[src/rtl/instruction_fetch.sv]
// instruction_fetch -- MIPS fetch stage.
// Holds the PC, fetches one instruction per issue over a req/ready handshake,
// presents opcode/funct to the control unit, resolves the next PC from the
// Branch/Jump/jump_reg controls and keeps a retired-instruction counter.
//
// Optional feature macro: IFETCH_MISALIGN_TRAP_EN
//   defined   : a misaligned next PC at the accepting edge traps into FAULT
//   undefined : next_pc[1:0] is forced to 2'b00 and fault stays 0
//
// state | meaning
// ------+--------------------------------------------------------------
// FETCH | request instruction at pc, wait for imem_ready
// ISSUE | instruction presented (instr_valid=1), wait for instr_accept
// FAULT | misaligned target trapped, everything held until reset
module instruction_fetch #(
    parameter logic [31:0] RESET_PC = 32'h0000_0000
) (
    input  logic        clk,
    input  logic        rst_n,
    output logic        imem_req,
    output logic [31:0] imem_addr,
    input  logic        imem_ready,
    input  logic [31:0] imem_rdata,
    output logic        instr_valid,
    input  logic        instr_accept,
    output logic [31:0] instr,
    output logic [5:0]  opcode,
    output logic [5:0]  funct,
    output logic [31:0] pc,
    output logic [31:0] pc_plus4,
    input  logic        Branch,
    input  logic        Jump,
    input  logic        branch_cond,
    input  logic [31:0] branch_offset,
    input  logic        jump_reg,
    input  logic [31:0] jr_target,
    output logic        fault,
    output logic [31:0] retired
);

    typedef enum logic [1:0] {
        FETCH = 2'd0,
        ISSUE = 2'd1,
        FAULT = 2'd2
    } state_t;

    state_t      state;
    logic [31:0] branch_target;
    logic [31:0] next_pc_raw;
    logic [31:0] next_pc;
    logic        misaligned;

    assign imem_addr     = pc;
    assign pc_plus4      = pc + 32'd4;
    assign opcode        = instr[31:26];
    assign funct         = instr[5:0];
    assign branch_target = pc_plus4 + (branch_offset << 2);

    // next-PC selection: Jump beats jump_reg beats taken branch beats fall-through
    always_comb begin
        next_pc_raw = pc_plus4;
        if (Jump)
            next_pc_raw = {pc_plus4[31:28], instr[25:0], 2'b00};
        else if (jump_reg)
            next_pc_raw = jr_target;
        else if (Branch && branch_cond)
            next_pc_raw = branch_target;
    end

`ifdef IFETCH_MISALIGN_TRAP_EN
    assign next_pc    = next_pc_raw;
    assign misaligned = |next_pc_raw[1:0];
`else
    // low bits are dropped so the fetch address is always word aligned
    assign next_pc    = next_pc_raw & ~32'h0000_0003;
    assign misaligned = 1'b0;
`endif

    // fetch/issue sequencer with registered handshake outputs
    always_ff @(posedge clk or negedge rst_n) begin
        if (!rst_n) begin
            state       <= FETCH;
            pc          <= RESET_PC;
            instr       <= 32'h0;
            retired     <= 32'h0;
            imem_req    <= 1'b0;
            instr_valid <= 1'b0;
            fault       <= 1'b0;
        end else begin
            case (state)
                FETCH: begin
                    // first cycle out of reset raises the request; afterwards
                    // the request is already up when we arrive here
                    if (!imem_req) begin
                        imem_req <= 1'b1;
                    end else if (imem_ready) begin
                        instr       <= imem_rdata;
                        imem_req    <= 1'b0;
                        instr_valid <= 1'b1;
                        state       <= ISSUE;
                    end
                end
                ISSUE: begin
                    if (instr_accept) begin
                        pc          <= next_pc;
                        retired     <= retired + 32'd1;
                        instr_valid <= 1'b0;
                        if (misaligned) begin
                            fault <= 1'b1;
                            state <= FAULT;
                        end else begin
                            imem_req <= 1'b1;
                            state    <= FETCH;
                        end
                    end
                end
                FAULT: begin
                    fault       <= 1'b1;
                    imem_req    <= 1'b0;
                    instr_valid <= 1'b0;
                end
                default: begin
                    state <= FETCH;
                end
            endcase
        end
    end

endmodule

[config.mk]
export PLATFORM = sky130hd
export DESIGN_NAME = instruction_fetch
export DESIGN_NICKNAME = d
export VERILOG_FILES = /design/src/rtl/instruction_fetch.sv
export SDC_FILE = /design/constraint.sdc
export NUM_CORES = 1
export LEC_CHECK = 0
export CAP_MARGIN = 5
export CORE_ASPECT_RATIO = 1.5
export CORE_MARGIN = 2
export CORE_UTILIZATION = 45
export CTS_CLUSTER_DIAMETER = 50
export DETAILED_ROUTE_END_ITERATION = 12
export PLACE_DENSITY = 0.91
export SLEW_MARGIN = 25
export SYNTH_ARGS = -nofsm -noshare
export SYNTH_HDL_FRONTEND = slang
export SYNTH_SLANG_ARGS = --single-unit
[constraint.sdc]
create_clock -name clk -period 4.8 [get_ports clk]
set_input_delay 0.96 -clock clk [delete_from_list [all_inputs] [get_ports clk]]
set_output_delay 0.96 -clock clk [all_outputs]
set_load 0.005 [all_outputs]
Word-level counts from Yosys, hierarchy flattened

Index checks and enable logic that the tools add are counted.
W data, S select, Z words.

Muxes and demuxes: 15
$add $sub $neg: 3
Equality and inequality tests: 5
Bitwise gates (word level): 1
Reductions and logical operators: 8

Operators with widths:

| kind                    | count |
|---|---|
| $mux W32                | 3 |
| $add A32 B1 Y32 const B | 1 |
| $add A32 B3 Y32 const B | 1 |
| $add A32 B32 Y32        | 1 |
| $reduce_and A4 Y1       | 2 |
| $mux W1                 | 6 |
| $mux W2                 | 3 |
| $ne A2 B2 Y1 const B    | 3 |
| $pmux W1 S3             | 2 |
| $pmux W2 S3             | 1 |
| $reduce_and A2 Y1       | 2 |
| $reduce_and A3 Y1       | 1 |
| $reduce_bool A3 Y1      | 1 |
| $eq A2 B1 Y1 const B    | 1 |
| $eq A2 B2 Y1 const B    | 1 |
| $logic_not A2 Y1        | 1 |
| $logic_and A1 B1 Y1     | 1 |
| $not A1 Y1              | 1 |

Output and inout port bits: 175
Register bits after elaboration: 99
Word-level logic and storage cells: 39
Input port bits: 104

Logic depth before layout (Yosys ltp)

Gate-level depths: netlist of the first run.

Depth in word-level cells: 5
Depth in mapped cells: 18

Worst setup path after synthesis of the first run

No wires, ideal clock.

Kind: reg-to-reg
Start point: register pc[2] (netlist: imem_addr[2])
End point: register pc[31] (netlist: imem_addr[31])
Stages on the path, launching flop included: 18
Period minus slack after synthesis: 3,608 ps
Data required time: 4,662 ps
Buffers on the path: 1
Path slack: 1,192 ps
Arrival: 3,470 ps
Path through: dfrtp_1 ha_1 and4_1 nor3b_2 and3_1 nand4_1 xnor2_1 ha_1 buf_2 a21oi_2 o21ai_1 a22oi_1 nand3_1 o221a_4 o31a_1 xnor2_1 o21ai_1 a31oi_1

Word-level cells in the longest chain between the ends: 5

RTL lines:

| item                     | line | RTL |
|---|---|---|
| start: declaration       | 29   | `output logic [31:0] pc,` |
| start signal: assignment | 105  | `pc <= next_pc;` |
| $add A32 B3 Y32          | 54   | `assign pc_plus4 = pc + 32'd4;` |
| via pc_plus4[18]         | 30   | `output logic [31:0] pc_plus4,` |
| $add A32 B32 Y32         | 57   | `assign branch_target = pc_plus4 + (branch_offset << 2);` |
| $mux W32                 | 66   | `else if (Branch && branch_cond)` |
| $mux W32                 | 64   | `else if (jump_reg)` |
| $mux W32                 | 62   | `if (Jump)` |

The timed path passes the listed nets, and every way through them passes these cells.
A chain may end at the register's enable or synchronous reset.

Worst setup path in the final report of the first run

Start point: register pc[3] (netlist: imem_addr[3])
End point: register pc[27] (netlist: imem_addr[27])

Word-level cells in the longest chain between the ends: 5

RTL lines:

| item              | line |
|---|---|
| $add A32 B3 Y32 * | 54 |
| $add A32 B32 Y32  | 57 |
| $mux W32 *        | 66 |
| $mux W32 *        | 64 |
| $mux W32 *        | 62 |

Every way passes the cells marked *; elsewhere a longest branch is shown, timed or not.

==> reports/qor.json, run 1 <==
{
  "run_status": "complete, no violations",
  "power.static_leakage_nw": 4.197,
  "synth_seq_cells": 96,
  "initial_core_util_pct": 45.93,
  "setup_viol_count_final": 0,
  "mean_routed_wirelength_per_cell_um": 19.38,
  "globalplace.congestion": 0.9367,
  "tritoncts": "built",
  "synth.yosys.warnings": 0,
  "timing.critical_path.arrival_ps": 4450,
  "critical_path_class": "flop to flop",
  "async_flop_share_pct": 100.0,
  "synth_enable_flop_cells": 0,
  "final_worst_path_period_need_ps": 4204,
  "synth_flop_cell": "sky130_fd_sc_hd__dfrtp_1",
  "post-synth-top-area-cell": "sky130_fd_sc_hd__dfrtp_1",
  "antenna_cells": 0,
  "remaining_drc_errors": 0,
  "grt_pass1_wl_mm": 37.49,
  "cts_root_buffer": "sky130_fd_sc_hd__clkbuf_16",
  "final_nets": 1170,
  "syn2layout_area_growth_pct": 39.37,
  "fin_tns_setup_ps": 0,
  "path_max_fanout": 9,
  "grt_overflow_total": 0,
  "slowest_stage": "sky130_fd_sc_hd__dfrtp_1",
  "max-cap-violations": 0,
  "cellPowerDensity_nw_per_um2": 585.4,
  "post_synth.cell_area_avg_um2": 8.855,
  "fp.dieArea_um2": 17070,
  "grt_antenna_before_repair": 0,
  "final_hold_violations": 0,
  "fmaxAchievable_mhz": 237.9,
  "synthTopCellsByArea": "sky130_fd_sc_hd__dfrtp_1 33%, sky130_fd_sc_hd__xnor2_1 6.6%, sky130_fd_sc_hd__ha_1 6.4%, sky130_fd_sc_hd__nand2_1 5.3%, sky130_fd_sc_hd__buf_4 5.2%",
  "clockBufferDepth": 2,
  "ys_seq_area_share_pct": 33.33,
  "cts.reportedPaths.clkPinSlew_ps": 70,
  "port_buffers": 267,
  "max-vdd-ir-drop_v": 0.0003539,
  "max_slew.worst_pin.slew_ps": 935.5,
  "nFillCells": 1292,
  "cp-end-kind": "flop",
  "count_of_cell_types_in_the_netlist": 75,
  "worstSetupStartpointType": "flop",
  "cts.repair.resized": 0,
  "cts_post_setup_buffers_inserted": 0,
  "number_of_buffers_inserted_during_clock_tree_synthesis": 9,
  "postCtsHoldBufs": 0,
  "slew_headroom_pct": 37.63,
  "number_of_global_route_vias_before_repair": 6908,
  "critPathMostFrequentCell": "sky130_fd_sc_hd__ha_1",
  "grt_util_all_layers_pct": 27.56,
  "ios": 279,
  "clock_latency_ps": 340,
  "most-common-layout-cells": "266 x sky130_fd_sc_hd__clkdlybuf4s50_1, 101 x sky130_fd_sc_hd__nand2_1, 96 x sky130_fd_sc_hd__dfrtp_1",
  "rows": 56,
  "synth_area_um2": 7208,
  "core_area_um2": 15700,
  "totalWireLength_mm": 23.95,
  "drt_first_iter_violations": 301,
  "h-tree-depth": 3,
  "layout.cells.most_common": "sky130_fd_sc_hd__clkdlybuf4s50_1",
  "pin_count_of_the_biggest_net_entering_global_routing": 59,
  "share_of_the_clock_period_used_by_the_worst_path_pct": 87.57,
  "finClkSkew_ps": 11.14,
  "die_boundary_height_um": 159.0,
  "vias": 6922,
  "synth_cells": 814,
  "min_path_type": "flop to flop",
  "path_cells": "ha_1 > and4_1 > nor3b_2 > and3_1 > nand4_1 > xnor2_1 > ha_1 > a21oi_2 > o21ai_1 > a22oi_1 > nand3_1 > o221a_4 > o21a_1 > o31ai_2 > o211ai_1 > a31oi_1",
  "timing.final.max_slew_violations": 0,
  "drtAntennaViolNets": 0,
  "timing.critical_path.required_ps": 5050,
  "viasPerCell": 5.600,
  "number_of_clock_sinks": 96,
  "finalWorstSetupSlack_ps": 596.4,
  "grt_setup_unrepaired": "false",
  "final_layout_size_suffix_gt1_share_pct": 8.616,
  "post-dp-hpwl_mm": 18.86,
  "place_ws_ps": 622.4,
  "drt_pre_antenna_iters": 5,
  "crit_path_max_incr_delay_ps": 450,
  "die_w_um": 107.3,
  "yosys.area.top_type_share_pct": 33.33
}
## critical path: cells and delay by family (launching register included)
kind	cells	cell delay [ps]
xor+xnor	1	270
simple gates	5	1050
compound gates	8	1690
fa+ha+maj	2	650
flops	1	450
## area by class of cell
cell class                 instances  area (µm²)  area share, %
multi-input combinational        626        4272          42.52
inverter                          18       67.56         0.6726
timing repair buffer             277        2745          27.33
sequential                        96        2402          23.91
clock inverter                     7       80.08         0.7971
tap                              203       254.0          2.528
clock buffer                       9       225.2          2.242
## report_power, final
group | switching, W | leakage [nW] | total (W) | internal (W)
Clock | 0.000324 | 0.143 | 0.000734 | 0.000410
Sequential | 0.000454 | 1.19 | 0.00155 | 0.00109
Combinational | 0.00164 | 2.87 | 0.00360 | 0.00196
Total | 0.00242 | 4.20 | 0.00588 | 0.00346
## cell usage after synthesis (3+ instances only)
library cell / n
sky130_fd_sc_hd__a211oi_1: 7
sky130_fd_sc_hd__a21o_1: 10
sky130_fd_sc_hd__a21oi_1: 57
sky130_fd_sc_hd__a21oi_2: 3
sky130_fd_sc_hd__a221o_1: 5
sky130_fd_sc_hd__a221oi_1: 6
sky130_fd_sc_hd__a31oi_1: 5
sky130_fd_sc_hd__and2_1: 6
sky130_fd_sc_hd__and3_1: 16
sky130_fd_sc_hd__and4_1: 9
sky130_fd_sc_hd__buf_2: 5
sky130_fd_sc_hd__buf_4: 50
sky130_fd_sc_hd__clkbuf_1: 23
sky130_fd_sc_hd__dfrtp_1: 96
sky130_fd_sc_hd__ha_1: 37
sky130_fd_sc_hd__inv_1: 18
sky130_fd_sc_hd__mux2_2: 32
sky130_fd_sc_hd__mux2i_1: 5
sky130_fd_sc_hd__nand2_1: 101
sky130_fd_sc_hd__nand3_1: 33
sky130_fd_sc_hd__nand4_1: 10
sky130_fd_sc_hd__nor2_1: 65
sky130_fd_sc_hd__nor3_1: 10
sky130_fd_sc_hd__o211a_1: 3
sky130_fd_sc_hd__o211ai_1: 6
sky130_fd_sc_hd__o21a_1: 6
sky130_fd_sc_hd__o21ai_0: 36
sky130_fd_sc_hd__o21ai_1: 6
sky130_fd_sc_hd__o21bai_1: 5
sky130_fd_sc_hd__o22ai_1: 8
sky130_fd_sc_hd__o31a_1: 3
sky130_fd_sc_hd__or2_2: 3
sky130_fd_sc_hd__xnor2_1: 54
sky130_fd_sc_hd__xor2_1: 22
## logic make-up (layout without fill, tap and decap cells)
logic type,Yosys count,in the layout,share of synthesized area (%)
and+or+nand+nor,272,272,18.42
AOI/OAI and AO/OA,194,194,18.33
buffers and inverters,98,311,7.794
DFF,96,96,33.33
xor gates and xnor gates,78,78,9.686
adders and majority gates,38,38,6.700
muxes,37,37,5.694
other,1,7,0.05202
## metrics by stage
stage / cell area (µm²) / cells / total power, W / util [%] / hold slack [ps]
3_5_place_dp: 9741 / 1220 / 0.005112 / 62.06 / 455.9
6_report: 10050 / 1236 / 0.005881 / 64.01 / 468.2
2_1_floorplan: 7231 / 820 / 0.003468 / - / 464.7
5_1_grt: 10050 / 1236 / 0.006259 / 64.01 / 509.7
3_3_place_gp: 9741 / 1220 / 0.005055 / 62.06 / 455.9
4_1_cts: 10050 / 1236 / 0.005874 / 64.01 / 469.9
## flip-flops by register name, indices dropped and copies added, names as in the netlist
name         cells
retired         32
imem_addr       30
instr           32
instr_valid      1
imem_req         1
## routing by layer
metal / track usage [%] / vias up / routed length [µm]
li1: - / 3273 / -
met1: 34.37 / 3297 / 9505
met2: 47.47 / 308 / 12100
met3: 5.239 / 44 / 1667
met4: 9.266 / 0 / 681
met5: 0 / - / 0
## final timing paths
path,start,to,slack (ps),cells past startpoint
worst max-delay path,imem_addr[3]$_DFFE_PN0P_,imem_addr[27]$_DFFE_PN0P_,600,16
worst min-delay path,retired[31]$_DFFE_PN0P_,retired[31]$_DFFE_PN0P_,470,1
worst max register to register,imem_addr[3]$_DFFE_PN0P_,imem_addr[27]$_DFFE_PN0P_,600,16
worst min register to register,retired[31]$_DFFE_PN0P_,retired[31]$_DFFE_PN0P_,470,1
max in group asynchronous,rst_n,instr[28]$_DFFE_PN0P_,3110,2
min in group asynchronous,rst_n,instr[2]$_DFFE_PN0P_,680,1
(Power assumes the default switching activity.)
==> run 2, diff against run 1 <==
--- a/config.mk
+++ b/config.mk
@@ -11,6 +11,7 @@
 export CORE_UTILIZATION = 45
 export CTS_CLUSTER_DIAMETER = 50
 export DETAILED_ROUTE_END_ITERATION = 12
+export HOLD_SLACK_MARGIN = 0.05
 export PLACE_DENSITY = 0.91
 export SLEW_MARGIN = 25
 export SYNTH_ARGS = -nofsm -noshare
==> results of run 2 <==
No change in the layout: final DEF, timing and power equal those of run 1.
==> run 3, diff against run 2 <==
--- a/config.mk
+++ b/config.mk
@@ -7,7 +7,6 @@
 export LEC_CHECK = 0
 export CAP_MARGIN = 5
 export CORE_ASPECT_RATIO = 1.5
-export CORE_MARGIN = 2
 export CORE_UTILIZATION = 45
 export CTS_CLUSTER_DIAMETER = 50
 export DETAILED_ROUTE_END_ITERATION = 12
==> reports/qor.json, run 3 (same netlist as run 1, synthesis figures left out) <==
{
  "run_status": "complete, no violations",
  "fp.dieArea_um2": 16540,
  "cts.reportedPaths.clkPinSlew_ps": 70,
  "power.sequential.fraction_pct": 26.9,
  "min_path_type": "flop to flop",
  "layout.cells.most_common": "sky130_fd_sc_hd__clkdlybuf4s50_1",
  "initial_core_util_pct": 46.13,
  "syn2layout_area_growth_pct": 38.92,
  "max-vdd-ir-drop_v": 0.0003487,
  "critical_path_class": "flop to flop",
  "cts.repair.resized": 0,
  "cts_post_setup_buffers_inserted": 0,
  "final_design_area_no_fill_um2": 10010,
  "switching_power_w": 0.002415,
  "fmaxAchievable_mhz": 234.2,
  "drt_first_iter_violations": 360,
  "timing.critical_path.required_ps": 4990,
  "clock_latency_ps": 340,
  "setup_viol_count_final": 0,
  "die_boundary_height_um": 157.0,
  "fin_tns_setup_ps": 0,
  "finClkSkew_ps": 8.302,
  "pin_count_of_the_biggest_net_entering_global_routing": 68,
  "cts_root_buffer": "sky130_fd_sc_hd__clkbuf_16",
  "tritoncts": "built",
  "number_of_buffers_inserted_during_clock_tree_synthesis": 9,
  "number_of_clock_sinks": 96,
  "most-common-layout-cells": "266 x sky130_fd_sc_hd__clkdlybuf4s50_1, 101 x sky130_fd_sc_hd__nand2_1, 96 x sky130_fd_sc_hd__dfrtp_1",
  "share_of_the_clock_period_used_by_the_worst_path_pct": 88.96,
  "antenna_cells": 0,
  "path_max_fanout": 9,
  "placedInstanceArea_um2": 9726,
  "ff_latch_area_um2": 2402,
  "globalplace.congestion": 0.9473,
  "mean_routed_wirelength_per_cell_um": 19.27,
  "h-tree-depth": 3,
  "clockBufferDepth": 2,
  "post-dp-hpwl_mm": 18.79,
  "final_nets": 1168,
  "p_int_w": 0.003401,
  "slew_headroom_pct": 33.62,
  "final_worst_path_period_need_ps": 4270,
  "die_w_um": 105.3,
  "remaining_drc_errors": 0,
  "finalWorstSetupSlack_ps": 529.9,
  "multi_input_comb_area_um2": 4272,
  "core_area_um2": 15630,
  "power_switching_share_pct": 41.53,
  "grt_pass1_wl_mm": 36.19,
  "ios": 279,
  "final_layout_size_suffix_gt1_share_pct": 8.438,
  "grt_setup_unrepaired": "false",
  "number_of_global_route_vias_before_repair": 6846,
  "proportion_of_power_drawn_by_combinational_gates_pct": 61.3,
  "final_hold_violations": 0,
  "drt_pre_antenna_iters": 5,
  "totalWireLength_mm": 23.78,
  "postCtsHoldBufs": 0,
  "grt_util_all_layers_pct": 28.09,
  "cp-end-kind": "flop",
  "max-cap-violations": 0,
  "power.static_leakage_nw": 4.184,
  "nFillCells": 1292,
  "vias": 7011,
  "rows": 56,
  "grt_antenna_before_repair": 0,
  "max_slew.worst_pin.slew_ps": 995.7,
  "place_ws_ps": 595.6,
  "fin_worst_hold_slack_ps": 485.7,
  "timing.final.max_slew_violations": 0,
  "timing.critical_path.arrival_ps": 4460,
  "cellPowerDensity_nw_per_um2": 580.8,
  "viasPerCell": 5.682,
  "port_buffers": 267,
  "grt_overflow_total": 0,
  "drtAntennaViolNets": 0,
  "worstSetupStartpointType": "flop",
  "clock_power_share_pct": 11.8
}
-- run 3: critical path, stage by stage, from the launching register on --
cell and delay (ps):
sky130_fd_sc_hd__dfrtp_1 480, sky130_fd_sc_hd__ha_1 250, sky130_fd_sc_hd__and4_1 250, sky130_fd_sc_hd__nor3b_2 280, sky130_fd_sc_hd__and3_1 250, sky130_fd_sc_hd__nand4_1 130
sky130_fd_sc_hd__xnor2_1 310, sky130_fd_sc_hd__ha_1 420, sky130_fd_sc_hd__a21oi_2 230, sky130_fd_sc_hd__o21ai_1 80, sky130_fd_sc_hd__a22oi_1 330, sky130_fd_sc_hd__nand3_1 150
sky130_fd_sc_hd__o221a_4 280, sky130_fd_sc_hd__o31a_1 290, sky130_fd_sc_hd__xnor2_1 120, sky130_fd_sc_hd__o21ai_1 170, sky130_fd_sc_hd__a31oi_1 100
-- run 3: cell type report --
class | count | share of cell area, %
repair buffers | 275 | 27.26
flip-flops and latches | 96 | 23.99
well taps | 203 | 2.537
clock inverters | 7 | 0.6248
clock buffers | 9 | 2.249
multi-input cells | 626 | 42.66
inverters | 18 | 0.6747
-- run 3: per-stage QoR --
stage               util [%]  cells  total power (W)
floorplan                  -    820         0.003468
global placement       62.24   1218         0.005018
detailed placement     62.24   1218         0.005088
CTS                    64.09   1234         0.005809
global route           64.09   1234         0.006189
finish                 64.09   1234         0.005816
-- run 3: per-layer routing --
metal  part of all wire (%)  track usage, %  up-vias
met3                    6.9           5.093       72
met5                      0               0        -
met1                     39           33.31     3314
li1                       -               -     3276
met4                    4.2           13.01        0
met2                     50           49.12      349
-- run 3: worst paths after layout --
kind / cells past startpoint / to / slack [ps] / startpoint
hold / removal: 1 / retired[31]$_DFFE_PN0P_ / 490 / retired[31]$_DFFE_PN0P_
min in group asynchronous: 1 / instr[0]$_DFFE_PN0P_ / 720 / rst_n
setup / recovery: 16 / imem_addr[31]$_DFFE_PN0P_ / 530 / imem_addr[3]$_DFFE_PN0P_
hold reg to reg: 1 / retired[31]$_DFFE_PN0P_ / 490 / retired[31]$_DFFE_PN0P_
setup reg to reg: 16 / imem_addr[31]$_DFFE_PN0P_ / 530 / imem_addr[3]$_DFFE_PN0P_
max in group asynchronous: 2 / instr[9]$_DFFE_PN0P_ / 3120 / rst_n
-- run 3: power groups by stage --
| stage | Sequential, W | Clock [W] | Combinational, W |
|---|---|---|---|
| 3_5_place_dp | 0.00157 | 0 | 0.00352 |
| 4_1_cts | 0.00156 | 0.000706 | 0.00355 |
| 6_report | 0.00156 | 0.000688 | 0.00356 |
| 2_1_floorplan | 0.00145 | 0 | 0.00202 |
| 3_3_place_gp | 0.00156 | 0 | 0.00346 |
| 5_1_grt | 0.00161 | 0.000737 | 0.00384 |
